`config.mk`:
```
export PLATFORM = sky130hd
export DESIGN_NAME = mem_port_arbiter
export DESIGN_NICKNAME = d
export VERILOG_FILES = /design/src/rtl/mem_port_arbiter_pkg.sv /design/src/rtl/mem_port_arbiter_pick.sv /design/src/rtl/mem_port_arbiter.sv
export SDC_FILE = /design/constraint.sdc
export NUM_CORES = 1
export LEC_CHECK = 0
export ABC_AREA = 1
export CORE_MARGIN = 2
export CORE_UTILIZATION = 43
export DETAILED_ROUTE_END_ITERATION = 8
export PLACE_DENSITY_LB_ADDON = 0.2
export SLEW_MARGIN = 10
export SYNTH_ARGS = -nofsm -noshare
export SYNTH_HDL_FRONTEND = slang
export SYNTH_SLANG_ARGS = --single-unit
export TNS_END_PERCENT = 50
```
`constraint.sdc`:
```
create_clock -name clk -period 3.7 [get_ports clk]
set_clock_uncertainty 0.2 [all_clocks]
set_input_delay 0.925 -clock clk [delete_from_list [all_inputs] [get_ports clk]]
set_output_delay 0.925 -clock clk [all_outputs]
set_load 0.02 [all_outputs]
```
`src/rtl/mem_port_arbiter_pkg.sv`:
```
// -----------------------------------------------------------------------------
// mem_arb_pkg
// Shared types and constants for the two-master memory port arbiter.
//   arb_state_t : arbiter FSM states
//   master_id_t : requester identity (M_CORE = core, M_AUX = loader/debug)
//   LAT_W       : width of the read-latency wait counter (MEM_LAT <= 15)
// -----------------------------------------------------------------------------
package mem_arb_pkg;

  typedef enum logic [1:0] {
    IDLE   = 2'd0,
    ACCESS = 2'd1,
    WAIT   = 2'd2,
    RESP   = 2'd3
  } arb_state_t;

  typedef enum logic {
    M_CORE = 1'b0,
    M_AUX  = 1'b1
  } master_id_t;

  localparam int LAT_W = 4;

endpackage

```
`src/rtl/mem_port_arbiter_pick.sv`:
```
// -----------------------------------------------------------------------------
// arb_pick
// Combinational winner select between the core (req0) and the loader (req1).
//   req0, req1 : raw request lines
//   last_grant : master that completed the most recent transaction
//   valid      : at least one request present
//   winner     : selected master (meaningful only when valid)
// Build option: define ARB_FIXED_PRIORITY_EN for fixed priority (core always
// wins a tie, last_grant ignored); default is round-robin.
// -----------------------------------------------------------------------------
module arb_pick
  import mem_arb_pkg::*;
(
  input  logic       req0,
  input  logic       req1,
  input  master_id_t last_grant,
  output logic       valid,
  output master_id_t winner
);

  assign valid = req0 | req1;

`ifdef ARB_FIXED_PRIORITY_EN
  logic unused_last_grant;
  assign unused_last_grant = last_grant;

  always_comb begin
    winner = M_CORE;
    if (!req0 && req1) begin
      winner = M_AUX;
    end
  end
`else
  // On a tie the master that did not win last time goes first.
  always_comb begin
    winner = M_CORE;
    if (req0 && req1) begin
      if (last_grant == M_CORE) begin
        winner = M_AUX;
      end
    end else if (req1) begin
      winner = M_AUX;
    end
  end
`endif

endmodule

```
`src/rtl/mem_port_arbiter.sv`:
```
// -----------------------------------------------------------------------------
// mem_port_arbiter
// Shares one memory port between the core (m0) and a loader/debug master (m1).
// One transaction at a time: grant in IDLE, one ACCESS cycle on the memory,
// MEM_LAT cycles of WAIT, then a one-cycle RESP with mN_done.
// Ports:
//   clk, reset                      : clock, synchronous active-high reset
//   mN_req/we/adr/wdata             : requester inputs (N = 0,1)
//   mN_gnt                          : combinational accept, IDLE only
//   mN_done, mN_rdata               : completion pulse and held read data
//   mem_en/we/adr/wdata, mem_rdata  : memory port
//   busy                            : high whenever the FSM is not in IDLE
//   dbg_state_o                     : current FSM state
// Parameters: AW, DW, MEM_LAT (1..15, fits LAT_W).
// Build option: ARB_FIXED_PRIORITY_EN selects fixed priority in arb_pick.
//
// Handshake: a requester raises mN_req with its fields and holds them until it
// sees mN_gnt; in the gnt cycle the fields are latched, so afterwards they may
// change freely. Dropping req before gnt withdraws it. req still high in the
// cycle after gnt is a new request, served at the next IDLE.
// -----------------------------------------------------------------------------
module mem_port_arbiter
  import mem_arb_pkg::*;
#(
  parameter int AW      = 32,
  parameter int DW      = 32,
  parameter int MEM_LAT = 1
) (
  input  logic          clk,
  input  logic          reset,
  input  logic          m0_req,
  input  logic          m0_we,
  input  logic [AW-1:0] m0_adr,
  input  logic [DW-1:0] m0_wdata,
  output logic          m0_gnt,
  output logic          m0_done,
  output logic [DW-1:0] m0_rdata,
  input  logic          m1_req,
  input  logic          m1_we,
  input  logic [AW-1:0] m1_adr,
  input  logic [DW-1:0] m1_wdata,
  output logic          m1_gnt,
  output logic          m1_done,
  output logic [DW-1:0] m1_rdata,
  output logic          mem_en,
  output logic          mem_we,
  output logic [AW-1:0] mem_adr,
  output logic [DW-1:0] mem_wdata,
  input  logic [DW-1:0] mem_rdata,
  output logic          busy,
  output arb_state_t    dbg_state_o
);

  arb_state_t        state_q, state_d;
  logic [LAT_W-1:0]  cnt_q, cnt_d;
  master_id_t        win_q, win_d;
  master_id_t        last_q, last_d;
  logic              we_q, we_d;
  logic [AW-1:0]     adr_q, adr_d;
  logic [DW-1:0]     wdata_q, wdata_d;
  logic [DW-1:0]     rdata0_q, rdata0_d;
  logic [DW-1:0]     rdata1_q, rdata1_d;

  logic              pick_valid;
  master_id_t        pick_winner;

  arb_pick u_pick (
    .req0       (m0_req),
    .req1       (m1_req),
    .last_grant (last_q),
    .valid      (pick_valid),
    .winner     (pick_winner)
  );

  always_comb begin
    state_d   = state_q;
    cnt_d     = cnt_q;
    win_d     = win_q;
    last_d    = last_q;
    we_d      = we_q;
    adr_d     = adr_q;
    wdata_d   = wdata_q;
    rdata0_d  = rdata0_q;
    rdata1_d  = rdata1_q;
    m0_gnt    = 1'b0;
    m1_gnt    = 1'b0;
    m0_done   = 1'b0;
    m1_done   = 1'b0;
    mem_en    = 1'b0;
    mem_we    = 1'b0;
    mem_adr   = '0;
    mem_wdata = '0;

    case (state_q)
      IDLE: begin
        // Grant is suppressed while reset is asserted so outputs stay 0.
        if (pick_valid && !reset) begin
          win_d   = pick_winner;
          state_d = ACCESS;
          if (pick_winner == M_AUX) begin
            m1_gnt  = 1'b1;
            we_d    = m1_we;
            adr_d   = m1_adr;
            wdata_d = m1_wdata;
          end else begin
            m0_gnt  = 1'b1;
            we_d    = m0_we;
            adr_d   = m0_adr;
            wdata_d = m0_wdata;
          end
        end
      end
      ACCESS: begin
        mem_en    = 1'b1;
        mem_we    = we_q;
        mem_adr   = adr_q;
        mem_wdata = wdata_q;
        cnt_d     = LAT_W'(MEM_LAT);
        state_d   = WAIT;
      end
      WAIT: begin
        cnt_d = cnt_q - LAT_W'(1);
        // Count of 1 marks the cycle where mem_rdata is valid.
        if (cnt_q == LAT_W'(1)) begin
          state_d = RESP;
          if (!we_q) begin
            if (win_q == M_AUX) begin
              rdata1_d = mem_rdata;
            end else begin
              rdata0_d = mem_rdata;
            end
          end
        end
      end
      RESP: begin
        if (win_q == M_AUX) begin
          m1_done = 1'b1;
        end else begin
          m0_done = 1'b1;
        end
        last_d  = win_q;
        state_d = IDLE;
      end
      default: begin
        state_d = IDLE;
      end
    endcase
  end

  always_ff @(posedge clk) begin
    if (reset) begin
      state_q  <= IDLE;
      cnt_q    <= '0;
      win_q    <= M_CORE;
      last_q   <= M_AUX;
      we_q     <= 1'b0;
      adr_q    <= '0;
      wdata_q  <= '0;
      rdata0_q <= '0;
      rdata1_q <= '0;
    end else begin
      state_q  <= state_d;
      cnt_q    <= cnt_d;
      win_q    <= win_d;
      last_q   <= last_d;
      we_q     <= we_d;
      adr_q    <= adr_d;
      wdata_q  <= wdata_d;
      rdata0_q <= rdata0_d;
      rdata1_q <= rdata1_d;
    end
  end

  assign m0_rdata    = rdata0_q;
  assign m1_rdata    = rdata1_q;
  assign busy        = (state_q != IDLE);
  assign dbg_state_o = state_q;

endmodule
```
# --- Yosys cells after proc, flatten, opt, wreduce, memory -nomap -nowiden ---
# Cells that the tools add are included.
op_classes:
  n_reduce_logical: 10
  add_sub_neg: 1
  n_eq_ne: 6
  mux: 24
  n_bitwise: 3
ops:
  columns: ["operator", "count"]
  rows:
  - ["32-bit 2-to-1 mux", 4]
  - ["1-bit 2-to-1 mux", 16]
  - ["2-bit case mux with 4 select lines", 1]
  - ["4-bit case mux with 2 select lines", 1]
  - ["4-bit AND reduction", 2]
  - ["2-bit equality test, second input constant", 2]
  - ["4-bit by 1-bit equality test with 1-bit output, second input constant", 1]
  - ["2-bit 2-to-1 mux", 2]
  - ["2-bit != test, second input constant", 2]
  - ["2-bit AND reduction", 2]
  - ["2-bit nonzero test", 2]
  - ["4-bit by 1-bit subtractor with 4-bit output, second input constant", 1]
  - ["2-bit by 1-bit equality test with 1-bit output, second input constant", 1]
  - ["1-bit logical AND", 2]
  - ["2-bit logical NOT", 1]
  - ["1-bit NOT", 2]
  - ["1-bit logical NOT", 1]
  - ["1-bit bitwise OR", 1]
totals:
  wordCells: 53
  reg_bits: 137
  output_inout_bits: 137

# --- Logic depth before layout (Yosys ltp) ---
logic_depth:
  ltp_word: 5
  ltp_mapped: 8
  depth_no_buf: 7

# --- Modules after synthesis ---
# A second synthesis with hierarchy kept.
unflattened:
  hier_cells: 1067
  area_unflattened_um2: 6592.6
modules_own_cells:
  columns: ["module", "cells_per_inst", "instances", "area_per_inst_um2"]
  rows:
  - ["mem_port_arbiter", 1064, 1, 6577.6]
  - ["arb_pick", 3, 1, 15.0]

# --- Worst setup path before layout ---
# OpenSTA, ideal clock, no wires.
synth_timing:
  path_type: "input to output"
  start: "input reset"
  end: "output m0_gnt"
  stages: 4
  setup_slack_ps: 868
  path_buffers: 1
  t_arrival_ps: 1707
  path_cell_list: "inv_2 nand3_2 buf_4 a21oi_1"
synth_between:
  elab_chain_len: 4
synth_lines:
  columns: ["item", "line_no", "source"]
  rows:
  - ["from (decl)", "mem_port_arbiter.sv:30", "input logic reset,"]
  - ["1-bit logical NOT", "mem_port_arbiter.sv:97", "if (pick_valid && !reset) begin"]
  - ["1-bit logical AND", "mem_port_arbiter.sv:97", null]
  - ["1-bit 2-to-1 mux", "mem_port_arbiter.sv:97", null]
  - ["1-bit 2-to-1 mux", "mem_port_arbiter.sv:94", "case (state_q)"]
  - ["to (decl)", "mem_port_arbiter.sv:35", "output logic m0_gnt,"]
# No other way between the ends.

# --- Worst setup path after layout ---
layout_timing:
  start: "input m0_req"
  end: "output m1_gnt"
layout_between:
  elab_chain_len: 5
  elab_cells_between_ends: 7
  classes_between: "4 x mux; 1 x bitwise; 2 x reduce/logical"
layout_lines:
  columns: ["item", "line_no", "source"]
  rows:
  - ["from (decl)", "mem_port_arbiter.sv:31", "input logic m0_req,"]
  - ["1-bit logical AND", "mem_port_arbiter_pick.sv:37", "if (req0 && req1) begin"]
  - ["1-bit 2-to-1 mux", "mem_port_arbiter_pick.sv:37", null]
  - ["1-bit 2-to-1 mux", "mem_port_arbiter.sv:100", "if (pick_winner == M_AUX) begin"]
  - ["1-bit 2-to-1 mux (*)", "mem_port_arbiter.sv:97", null]
  - ["1-bit 2-to-1 mux (*)", "mem_port_arbiter.sv:94", null]
  - ["to (decl)", "mem_port_arbiter.sv:42", "output logic m1_gnt,"]
# Mark *: on every way between the ends. The rest lies on a longest branch, timed or not.

==> results.sh <==
export IMPL_die_h_um=126.4
export IMPL_crit_type="in -> out"
export IMPL_placed_area_um2=9458
export IMPL_fmax_mhz=282.0
export IMPL_cts_path_max_buffers=2
export IMPL_irDropWorstVdd_mv=0.2879
export IMPL_fill_cells=1270
export IMPL_cp_start_kind="primary input"
export IMPL_ys_types=22
export IMPL_place_gp_congestion=0.8540
export IMPL_finalMaxSlewViolations=0
export IMPL_syn_nets=1159
export IMPL_critPathRequiredTime_ps=2570
export IMPL_nets=1420
export IMPL_final_hold_viol_count=0
export IMPL_slew_headroom=0.5076
export IMPL_antenna_found_initial=0
export IMPL_htreeDepth=4
export IMPL_crit_slowest_cell="clkdlybuf4s50_1"
export IMPL_cp_max_fo=3
export IMPL_final_cells=1444
export IMPL_regArea_um2=2743
export IMPL_end_kind="output pin"
export IMPL_cts_sinks=137
export IMPL_finalCriticalPeriod_ps=3546
export IMPL_cts_tree="yes"
export IMPL_status="finished, final reports clean"
export IMPL_grt_max_degree=72
export IMPL_num_vias=7135
export IMPL_hold_path_depth=2
export IMPL_wirelength_um=20470
export IMPL_core_area_um2=14590
export IMPL_initialDrtViolationCount=491
export IMPL_final_setup_viol_count=0
export IMPL_power_w=0.004958
export IMPL_stdcell_area_um2=10060
export IMPL_overflow=0
export IMPL_start_util=0.4417
export IMPL_p_leak_nw=4.546
export IMPL_synth_area_per_cell_um2=6.529
export IMPL_grt_pass1_wl_um=32700
export IMPL_synth_warnings=0
export IMPL_fp_dieW_um=126.4
export IMPL_multiInputGateArea_um2=3050
export IMPL_detail_route_antenna_nets=0
export IMPL_hp_class="reg -> reg"
export IMPL_diodes=0
export IMPL_remaining_drc_errors=0
export IMPL_dp_slack_ps=16.47
export IMPL_cts_clk_slew_worst_paths_ps=60
export IMPL_setup_tns_ps=0
export IMPL_ys_seq_elements=137
export IMPL_row_count=44
export IMPL_powerDensity_nw_per_um2=492.9
export IMPL_grt_pass1_vias=6553
export IMPL_ys_seq_area_frac=0.4256
export IMPL_cp_slowest_stage_delay_ps=640
export IMPL_final_setup_worst_slack_ps=153.8
export IMPL_syn_to_final_growth_pct=56.10
export IMPL_gr_usage_all_layers=0.2489
export IMPL_drive_gt1_frac=0.04762
export IMPL_hpwlAfterDp_um=13860
export IMPL_via_per_inst=4.941
export IMPL_worst_pin_slew_ps=737.8
export IMPL_dpl_cell_count=1413
export IMPL_netlist_area_um2=6444
export IMPL_drt_pass1_iterations=4
export IMPL_worst_ep_arrival_time_ps=2420
export IMPL_synthCells=987
export IMPL_clock_latency_ps=410
export IMPL_cts_made_buffers=17
export IMPL_rr_worst_depth=8
export IMPL_wl_per_cell_um=14.18
export IMPL_io_pins=303
export IMPL_finalCritPeriodShare=0.9584
export IMPL_rsz0062_at_grt="false"
export IMPL_crit_chain="clkdlybuf4s50_1, inv_1, nand2_1, nand3_2, nor2_1, clkdlybuf4s50_1"
export IMPL_cts_root_buf="clkbuf_16"
export IMPL_fp_dieArea_um2=15980
export IMPL_cpMostUsedCell="clkdlybuf4s50_1"
export IMPL_postCtsHoldBufs=0
export IMPL_port_buffers=302
export IMPL_max_cap_viol_count=0
[synth_stat cells]
master | count | area (µm²)
clkbuf_1 | 36 | 135.1
buf_4 | 2 | 15.01
o21ai_1 | 18 | 90.09
buf_1 | 2 | 7.510
nand2_1 | 339 | 1272
nand3_1 | 67 | 335.3
nor2_2 | 2 | 12.51
clkbuf_2 | 3 | 15.01
inv_2 | 3 | 11.26
a21oi_1 | 72 | 360.4
dfxtp_1 | 137 | 2743
buf_2 | 27 | 135.1
inv_1 | 76 | 285.3
ha_1 | 6 | 75.07
nor2_1 | 71 | 266.5
nand3_2 | 3 | 30.03
nand3b_1 | 1 | 7.510
o21a_1 | 1 | 7.510
buf_6 | 5 | 56.30
o21ai_0 | 48 | 240.2
and3_1 | 2 | 12.51
nor3_1 | 66 | 330.3
[placed cells by master, fill, tap and decap left out, types with 2 or more instances in the layout]
| cell type | instances |
|---|---|
| a21oi_1 | 72 |
| and3_1 | 2 |
| buf_2 | 2 |
| buf_4 | 14 |
| bufinv_16 | 2 |
| clkbuf_16 | 17 |
| clkbuf_8 | 4 |
| clkdlybuf4s50_1 | 299 |
| clkinv_2 | 2 |
| clkinvlp_4 | 4 |
| dfxtp_1 | 137 |
| ha_1 | 5 |
| inv_1 | 76 |
| inv_2 | 3 |
| nand2_1 | 336 |
| nand2_2 | 3 |
| nand3_1 | 67 |
| nand3_2 | 3 |
| nor2_1 | 71 |
| nor2_2 | 2 |
| nor3_1 | 66 |
| o21ai_0 | 48 |
| o21ai_1 | 18 |
[critical path, delay by kind of cell]
kind / cells / cell delay, ps
and+or+nand+nor: 3 / 300
buffers and inverters: 3 / 1190
[layout make-up]
class	count	share of cell area
Timing Repair Buffer	317	0.3122
Inverter	79	0.02948
Clock inverter	10	0.01169
Clock buffer	21	0.04777
Sequential cell	137	0.2727
Multi-Input combinational cell	696	0.3033
Tap cell	184	0.02289
[cells by family after synthesis]
| group | Yosys count | synth area share |
|---|---|---|
| simple gates | 551 | 0.3518 |
| buf+inv | 154 | 0.1025 |
| compound gates | 139 | 0.1084 |
| flops | 137 | 0.4256 |
| fa+ha+maj | 6 | 0.01165 |
[sequential cells by signal, summed over array words and instances, names as in the netlist]
register and flops:
adr_q 32, win_q 1, we_q 1, cnt_q 4, dbg_state_o 2, m0_rdata 32, wdata_q 32, m1_rdata 32
last_q 1
[metrics by stage]
stage          hold slack, ps  utilization
6_report                263.1       0.6895
5_1_grt                 277.7       0.6895
4_1_cts                 264.7       0.6893
3_5_place_dp            255.5       0.6483
3_3_place_gp            252.0       0.6483
2_1_floorplan           228.7            -
[timing repair]
item,4_1_cts,5_1_grt
resized for setup,0,1
setup buffers,0,0
endpoints found under the setup margin,0,1
[final timing paths]
path | endpoint | slack (ps) | start
worst max register to register | adr_q[26] | 1210 | dbg_state_o[0]
worst min-delay path | wdata_q[8] | 260 | wdata_q[8]
worst max-delay path | m1_gnt | 150 | m0_req
worst min register to register | wdata_q[8] | 260 | wdata_q[8]
[layer usage]
layer,vias up,track usage,share of wire
met5,-,0,0
met4,0,0.1067,0.031
met3,44,0.07423,0.092
met2,294,0.4014,0.46
met1,3153,0.3095,0.42
li1,3644,-,-
[report_power, final]
group	switching (W)	total [W]	leakage, nW	internal [W]
clock	0.000639	0.00170	0.284	0.00106
combinational	0.000896	0.00149	3.15	0.000597
sequential	0.000103	0.00176	1.11	0.00166
total	0.00164	0.00496	4.55	0.00332
(Power assumes the default switching activity.)
